### src/rtl/uart_pkg.sv
// uart_pkg: shared UART FSM state encoding, baud divider helper and parameter limits.
package uart_pkg;

    typedef logic [2:0] uart_state_t;

    localparam uart_state_t ST_IDLE   = 3'd0;
    localparam uart_state_t ST_START  = 3'd1;
    localparam uart_state_t ST_DATA   = 3'd2;
    localparam uart_state_t ST_PARITY = 3'd3;
    localparam uart_state_t ST_STOP   = 3'd4;

    localparam int DATA_BITS_MIN  = 5;
    localparam int DATA_BITS_MAX  = 9;
    localparam int OVERSAMPLE_MIN = 4;

    function automatic int uart_div(input int clk_freq, input int baud, input int oversample);
        return clk_freq / (baud * oversample);
    endfunction

endpackage

### src/rtl/uart_baud_tick.sv
// uart_baud_tick: free-running divider emitting a one-cycle tick every DIV clocks.
module uart_baud_tick #(
    parameter int DIV = 1
) (
    input  logic clk,
    input  logic rst_n,
    output logic tick
);

    localparam int CW = DIV > 1 ? $clog2(DIV) : 1;
    localparam logic [CW-1:0] TOP = CW'(DIV - 1);

    logic [CW-1:0] cnt;

    always_ff @(posedge clk or negedge rst_n)
        if (!rst_n) cnt <= '0;
        else        cnt <= (cnt == TOP) ? '0 : cnt + 1'b1;

    assign tick = cnt == TOP;

endmodule

### src/rtl/uart_rx_param.sv
// uart_rx_param: oversampling UART receiver, 5..9 data bits, valid/ready output with overrun.
// Define UART_RX_PARITY_EN to add a parity bit (PARITY_ODD selects odd/even).
module uart_rx_param
    import uart_pkg::*;
#(
    parameter int CLK_FREQ   = 50_000_000,
    parameter int BAUD       = 115200,
    parameter int OVERSAMPLE = 16,
    parameter int DATA_BITS  = 8,
    parameter int PARITY_ODD = 0
) (
    input  logic                 clk,
    input  logic                 rst_n,
    input  logic                 rxd,
    output logic [DATA_BITS-1:0] rx_data,
    output logic                 rx_valid,
    input  logic                 rx_ready,
    output logic                 frame_err,
    output logic                 parity_err,
    output logic                 overrun,
    output logic                 busy
);

    localparam int DIV = uart_div(CLK_FREQ, BAUD, OVERSAMPLE);
    localparam int SW  = $clog2(OVERSAMPLE);
    localparam int BW  = $clog2(DATA_BITS);
    localparam logic [SW-1:0] HALF  = SW'(OVERSAMPLE / 2 - 1);
    localparam logic [SW-1:0] LAST  = SW'(OVERSAMPLE - 1);
    localparam logic [BW-1:0] BLAST = BW'(DATA_BITS - 1);
`ifdef UART_RX_PARITY_EN
    localparam uart_state_t AFTER_DATA = ST_PARITY;
    localparam logic ODD = 1'(PARITY_ODD);
`else
    localparam uart_state_t AFTER_DATA = ST_STOP;
`endif

    if (DATA_BITS < DATA_BITS_MIN || DATA_BITS > DATA_BITS_MAX || OVERSAMPLE < OVERSAMPLE_MIN ||
        OVERSAMPLE % 2 != 0 || DIV < 1 || PARITY_ODD < 0 || PARITY_ODD > 1) begin : g_bad_param
        $error("uart_rx_param: parameter out of range");
    end

    logic                 tick, s1, s2, prev, fall, sample, load, hold_old;
    uart_state_t          state;
    logic [SW-1:0]        scnt;
    logic [BW-1:0]        bcnt;
    logic [DATA_BITS-1:0] shreg;

    uart_baud_tick #(.DIV(DIV)) u_tick (
        .clk  (clk),
        .rst_n(rst_n),
        .tick (tick)
    );

    assign fall     = prev && !s2;
    assign sample   = tick && scnt == (state == ST_START ? HALF : LAST);
    assign load     = sample && state == ST_STOP;
    assign hold_old = rx_valid && !rx_ready;
    assign busy     = state != ST_IDLE;

    always_ff @(posedge clk or negedge rst_n)
        if (!rst_n) {prev, s2, s1} <= 3'b111;
        else        {prev, s2, s1} <= {s2, s1, rxd};

    // Half-bit sample in START realigns the counter so every later sample lands mid-bit.
    always_ff @(posedge clk or negedge rst_n)
        if (!rst_n) begin
            state <= ST_IDLE;
            scnt  <= '0;
            bcnt  <= '0;
            shreg <= '0;
        end else begin
            if (state == ST_IDLE) scnt <= '0;
            else if (tick)        scnt <= sample ? '0 : scnt + 1'b1;
            case (state)
                ST_IDLE:  if (fall) state <= ST_START;
                ST_START: if (sample) begin
                    state <= s2 ? ST_IDLE : ST_DATA;
                    bcnt  <= '0;
                end
                ST_DATA:  if (sample) begin
                    shreg <= {s2, shreg[DATA_BITS-1:1]};
                    bcnt  <= bcnt + 1'b1;
                    if (bcnt == BLAST) state <= AFTER_DATA;
                end
`ifdef UART_RX_PARITY_EN
                ST_PARITY: if (sample) state <= ST_STOP;
`endif
                ST_STOP:  if (sample) state <= ST_IDLE;
                default:  state <= ST_IDLE;
            endcase
        end

`ifdef UART_RX_PARITY_EN
    logic par_bad;

    always_ff @(posedge clk or negedge rst_n)
        if (!rst_n)                               par_bad <= 1'b0;
        else if (sample && state == ST_PARITY)    par_bad <= s2 ^ (^shreg) ^ ODD;

    always_ff @(posedge clk or negedge rst_n)
        if (!rst_n)                parity_err <= 1'b0;
        else if (load && !hold_old) parity_err <= par_bad;
`else
    assign parity_err = 1'b0;
`endif

    // A new frame arriving over an unaccepted one is dropped; the old word stays visible.
    always_ff @(posedge clk or negedge rst_n)
        if (!rst_n) begin
            rx_data   <= '0;
            rx_valid  <= 1'b0;
            frame_err <= 1'b0;
            overrun   <= 1'b0;
        end else begin
            overrun <= load && hold_old;
            if (load && !hold_old) begin
                rx_data   <= shreg;
                frame_err <= !s2;
                rx_valid  <= 1'b1;
            end else if (rx_ready) rx_valid <= 1'b0;
        end

endmodule

### config.mk
export PLATFORM = sky130hd
export DESIGN_NAME = uart_rx_param
export DESIGN_NICKNAME = d
export VERILOG_FILES = /design/src/rtl/uart_pkg.sv /design/src/rtl/uart_baud_tick.sv /design/src/rtl/uart_rx_param.sv
export SDC_FILE = /design/constraint.sdc
export NUM_CORES = 1
export LEC_CHECK = 0
export ABC_AREA = 1
export CORE_ASPECT_RATIO = 0.9
export CORE_MARGIN = 4
export CORE_UTILIZATION = 50
export CTS_CLUSTER_SIZE = 8
export DETAILED_ROUTE_END_ITERATION = 8
export GPL_TIMING_DRIVEN = 0
export PLACE_DENSITY = 0.72
export SYNTH_ARGS = -nofsm -noshare
export SYNTH_HDL_FRONTEND = slang
export SYNTH_SLANG_ARGS = --single-unit
### constraint.sdc
create_clock -name clk -period 1.9 [get_ports clk]
set_input_delay 0.19 -clock clk [delete_from_list [all_inputs] [get_ports clk]]
set_output_delay 0.19 -clock clk [all_outputs]
set_load 0.02 [all_outputs]
# Word-level counts from Yosys, hierarchy flattened
# Index checks and enable logic that the tools add are counted.
[word_totals] word_cells=59 mem_bits_rw=0 ff_bits=37 output_inout_bits=13 n_memories=0 latchBits=0 inputBits=4 rom_bits=0
[op_classes] mul=0 bitwise=0 n_shift=0 magnitude_cmp=0 reduce_logical=17 addsub=3 n_div=0 eq_ne=11 mux=16
[ops] operator="two-way mux 3 bit" n=6
[ops] operator="two-way mux 4 bit" n=4
[ops] operator="case mux 3 bit (4 select lines)" n=1
[ops] operator="inequality test 2 bit (second input constant)" n=5
[ops] operator="equality test 3 bit (second input constant)" n=2
[ops] operator="logical AND 1 bit" n=6
[ops] operator="case mux 3 bit (2 select lines)" n=1
[ops] operator="nonzero test 2 bit" n=3
[ops] operator="adder 5 x 1 -> 5 bit (second input constant)" n=1
[ops] operator="equality test 5 bit (second input constant)" n=1
[ops] operator="two-way mux 5 bit" n=1
[ops] operator="AND reduction 5 bit" n=1
[ops] operator="adder 4 x 1 -> 4 bit (second input constant)" n=1
[ops] operator="equality test 4 bit" n=1
[ops] operator="adder 3 x 1 -> 3 bit (second input constant)" n=1
[ops] operator="equality test 3 x 1 -> 1 bit (second input constant)" n=1
[ops] operator="equality test 3 x 2 -> 1 bit (second input constant)" n=1
[ops] operator="logical NOT 1 bit" n=3
[ops] operator="logical NOT 3 bit" n=1
[ops] operator="AND reduction 3 bit" n=1
[ops] operator="nonzero test 3 bit" n=1
[ops] operator="two-way mux 1 bit" n=2
[ops] operator="two-way mux 2 bit" n=1
[ops] operator="AND reduction 2 bit" n=1

# Longest topological paths before layout
[logic_depth] depth_word=7 ltp_mapped=11 mapped_depth_nobuf=10

# Cells and area by module
# A second synthesis with hierarchy kept.
[hier_totals] hier_cells=177 area_unflattened_um2=1669.1
[modules_own_cells] module="uart_rx_param" area_each_um2=1423.9 seq_area_each_um2=804.5 n_inst=1 cells_each=148
[modules_own_cells] module="uart_baud_tick" area_each_um2=245.2 seq_area_each_um2=125.1 n_inst=1 cells_each=29

# Worst setup path before layout
# No wires, ideal clock.
[synth_timing] kind="register to register" startpoint="register u_tick.cnt[0]" endpoint="register shreg[2]" setup_ps=121 synth_period_minus_slack_ps=1443 arrival_ps=1322 path_buffers=1 setup_slack_ps=457 stages_incl_launch_ff=11 required_ps=1779 cell_sequence="dfrtp_1 -> inv_1 -> ha_1 -> nand2_1 -> inv_1 -> nand3_2 -> nor2_4 -> nand2_4 -> buf_6 -> o21ai_1 -> nand2_1"
[synth_between] elab_chain_cells=3
[synth_rtl] element="start, declared" line_no="uart_baud_tick.sv:13" source="logic [CW-1:0] cnt;"
[synth_rtl] element="start signal, assigned" line_no="uart_baud_tick.sv:17" source="else cnt <= (cnt == TOP) ? '0 : cnt + 1'b1;"
[synth_rtl] element="equality test 5 bit" line_no="uart_baud_tick.sv:19" source="assign tick = cnt == TOP;"
[synth_rtl] element="logical AND 1 bit" line_no="uart_rx_param.sv:55" source="assign sample = tick && scnt == (state == ST_START ? HALF : LAST);"
[synth_rtl] element="AND reduction 2 bit (no source line)"
[synth_rtl] element="end signal, assigned" line_no="uart_rx_param.sv:81" source="shreg <= {s2, shreg[DATA_BITS-1:1]};"
[synth_rtl] element="end, declared" line_no="uart_rx_param.sv:46" source="logic [DATA_BITS-1:0] shreg;"
# No other way between the ends.
# A chain may end at the register's enable or synchronous reset.

# Worst setup path after layout
[layout_timing] startpoint="register state[2]" endpoint="output port busy"
[layout_between] elab_chain_cells=1
[layout_rtl] element="start, declared" line_no="uart_rx_param.sv:43" source="uart_state_t state;"
[layout_rtl] element="start signal, assigned" line_no="uart_rx_param.sv:77" source="state <= s2 ? ST_IDLE : ST_DATA;"
[layout_rtl] element="nonzero test 3 bit" line_no="uart_rx_param.sv:58" source="assign busy = state != ST_IDLE;"
[layout_rtl] element="end, declared" line_no="uart_rx_param.sv:21" source="output logic busy"
# No other way between the ends.

==> flow_summary.ini <==
[floorplanning]
initial_core_util = 0.5339
design.core.area_um2 = 3114
die_w_um = 68.79
fp.dieArea_um2 = 4314
rows = 19
dieHeight_um = 62.71
boundaryPins = 17

[clock_network]
clkTransAtPathRegs_ns = 0.07
cts_tree = yes
cts_resized = 0
numCtsBuffers = 5
post-cts-setup-buffers = 0
htreeDepth = 2
worstSkewPairLatency_ns = 0.28
cts-root-buf = clkbuf_8
cts_max_path_buffers = 2
cts.sinks = 37
ctsHoldBuffers = 0

[logic_synthesis]
synthArstFlopShare = 1.000
synth-edff-count = 0
ys_types = 27
ys_ff_latch = 37
synth_seq_area_share = 0.5591
syn_avg_cell_area_um2 = 9.137
ys.flop_type = dfrtp_1
netlist_area_um2 = 1663
synth_nets = 191
yosysWarnings = 0
syn_inst = 182

[pwr]
p_leak_nw = 0.9962
vdd.ir_drop.worst_mv = 0.5264
total_power_w = 0.001657
powerDensity_nw_per_um2 = 851.4

[final_layout]
layout_common_cells = nand2_1, dfrtp_1, inv_1, nand3_1, clkdlybuf4s50_1
nets = 213
final_common_cell = nand2_1
drive_gt1_frac = 0.1176
insertedDiodeCount = 0
final_util = 0.6252
fillers = 260
area_growth_pct = 17.08

[sta]
layout_min_cycle_time_ns = 1.765
setup_viol_count_final = 0
skew_ns = 0.004875
clock.fmax_ghz = 0.5666
finalHoldViolations = 20
tns_ns = 0
final_max_slew_viol_count = 0
finalCritPeriodShare = 0.9289
fin_worst_hold_slack_ns = -0.01115
rsz0062_at_grt = no
tightestPinTransition_ns = 0.8031
max_slew_margin = 0.4646

[worst_setup_path]
crit_type = reg2out
start_kind = register
crit_required_ns = 1.71
crit_path_end_kind = output port
critical_path_arrival_ns = 1.57
r2r-end = rx_data[6]
rrSetupSlack_ns = 0.28
crit_fanout = 5
rr_startpoint = u_tick.cnt[0]
ff2ff_path_depth = 10

[grt]
grt_max_degree = 38
grt_usage = 0.1656
grt_pass1_wl_um = 5340
overflow = 0
antenna_found_initial = 0
grt_pass1_vias = 1200

[route]
wl_um = 2988
drc = 0
viasPerCell = 4.955
post_drt_wl_per_cell_um = 12.15
vias = 1219
dr.first_iter.drc_count = 50
drt_pass1_iterations = 4
ant_nets = 0

[place]
gp_congestion = 0.7398
port_buffers = 15
hpwlAfterDp_um = 2148

[run_status]
violations = hold timing
status = finished, violations left

[hold_path]
min_path_type = in2async

[run]
drv_cap = 0
-- final cells by class --
type,count,area [um2],area share
Buffer,4,35.03,0.01799
Clock buffer,7,86.33,0.04434
Inverter,18,67.56,0.03470
Multi-Input combinational cell,123,630.6,0.3239
Sequential cell,37,929.6,0.4775
Tap cell,42,52.55,0.02699
Timing Repair Buffer,15,145.1,0.07455
-- how the worst max path moves through the flow --
stage                        startpoint    endpoint  slack [ns]
after detailed placement       rx_ready  rx_data[6]        0.27
final                          state[2]        busy        0.14
after global placement            rst_n  rx_data[5]       -0.10
after floorplan           u_tick.cnt[0]    shreg[2]        0.46
after global routing           state[2]        busy        0.04
after CTS                      state[2]        busy        0.12
-- cells in the mapped netlist, types with 2 or more instances --
master / n / share of area
nand3_1: 17 / 0.051
o21ai_1: 7 / 0.021
a21oi_1: 3 / 0.0090
dfrtp_1: 34 / 0.51
nor2_4: 4 / 0.027
nand2_1: 62 / 0.14
o21ai_0: 7 / 0.021
buf_6: 2 / 0.014
ha_1: 5 / 0.038
inv_1: 17 / 0.038
nor2_1: 6 / 0.014
dfstp_2: 3 / 0.047
-- state kept, by name, indices dropped and copies added, names as in the netlist, 3 cells and up --
signal / cells
state: 3
u_tick.cnt: 5
shreg: 8
bcnt: 3
scnt: 4
rx_data: 8
-- critical path: stages (launching register included) --
cell	delay, ns
dfrtp_1	0.40
nor2_1	0.18
nand2_1	0.14
clkdlybuf4s50_1	0.57
-- power breakdown --
| part | internal, W | leakage (nW) | total, W | switching, W |
|---|---|---|---|---|
| combinational | 0.0000836 | 0.463 | 0.000286 | 0.000203 |
| clock | 0.000288 | 0.0443 | 0.000541 | 0.000254 |
| sequential | 0.000813 | 0.489 | 0.000830 | 0.0000176 |
| total | 0.00118 | 0.996 | 0.00166 | 0.000474 |
-- kinds of logic after synthesis --
family,count (synthesis),share of synthesized area
XOR/XNOR,2,0.01054
flip-flops,37,0.5591
AND/OR/NAND/NOR,96,0.2686
buffers and inverters,22,0.06170
adder cells (fa/ha/maj),5,0.03762
other,1,0.002255
AO/OA/AOI/OAI,19,0.06019
-- metal layers --
metal / vias up / wire [um] / global-route usage
met5: - / 0 / 0
met4: 0 / 75 / 0.08273
met3: 9 / 131 / 0.05396
met2: 23 / 1342 / 0.2515
met1: 570 / 1438 / 0.2075
li1: 617 / - / -
-- stage by stage --
stage          hold slack [ns]  instance area [um2]  setup slack (ns)  std cells
2_1_floorplan          -0.1056                 1663            0.4575        182
3_3_place_gp            0.3484                 1866           -0.1042        239
3_5_place_dp            0.3240                 1861            0.2719        239
4_1_cts                0.01735                 1947            0.1204        246
5_1_grt                0.05906                 1947           0.04473        246
6_report              -0.01115                 1947            0.1351        246
Note: power is estimated with default switching activity, not from simulation.
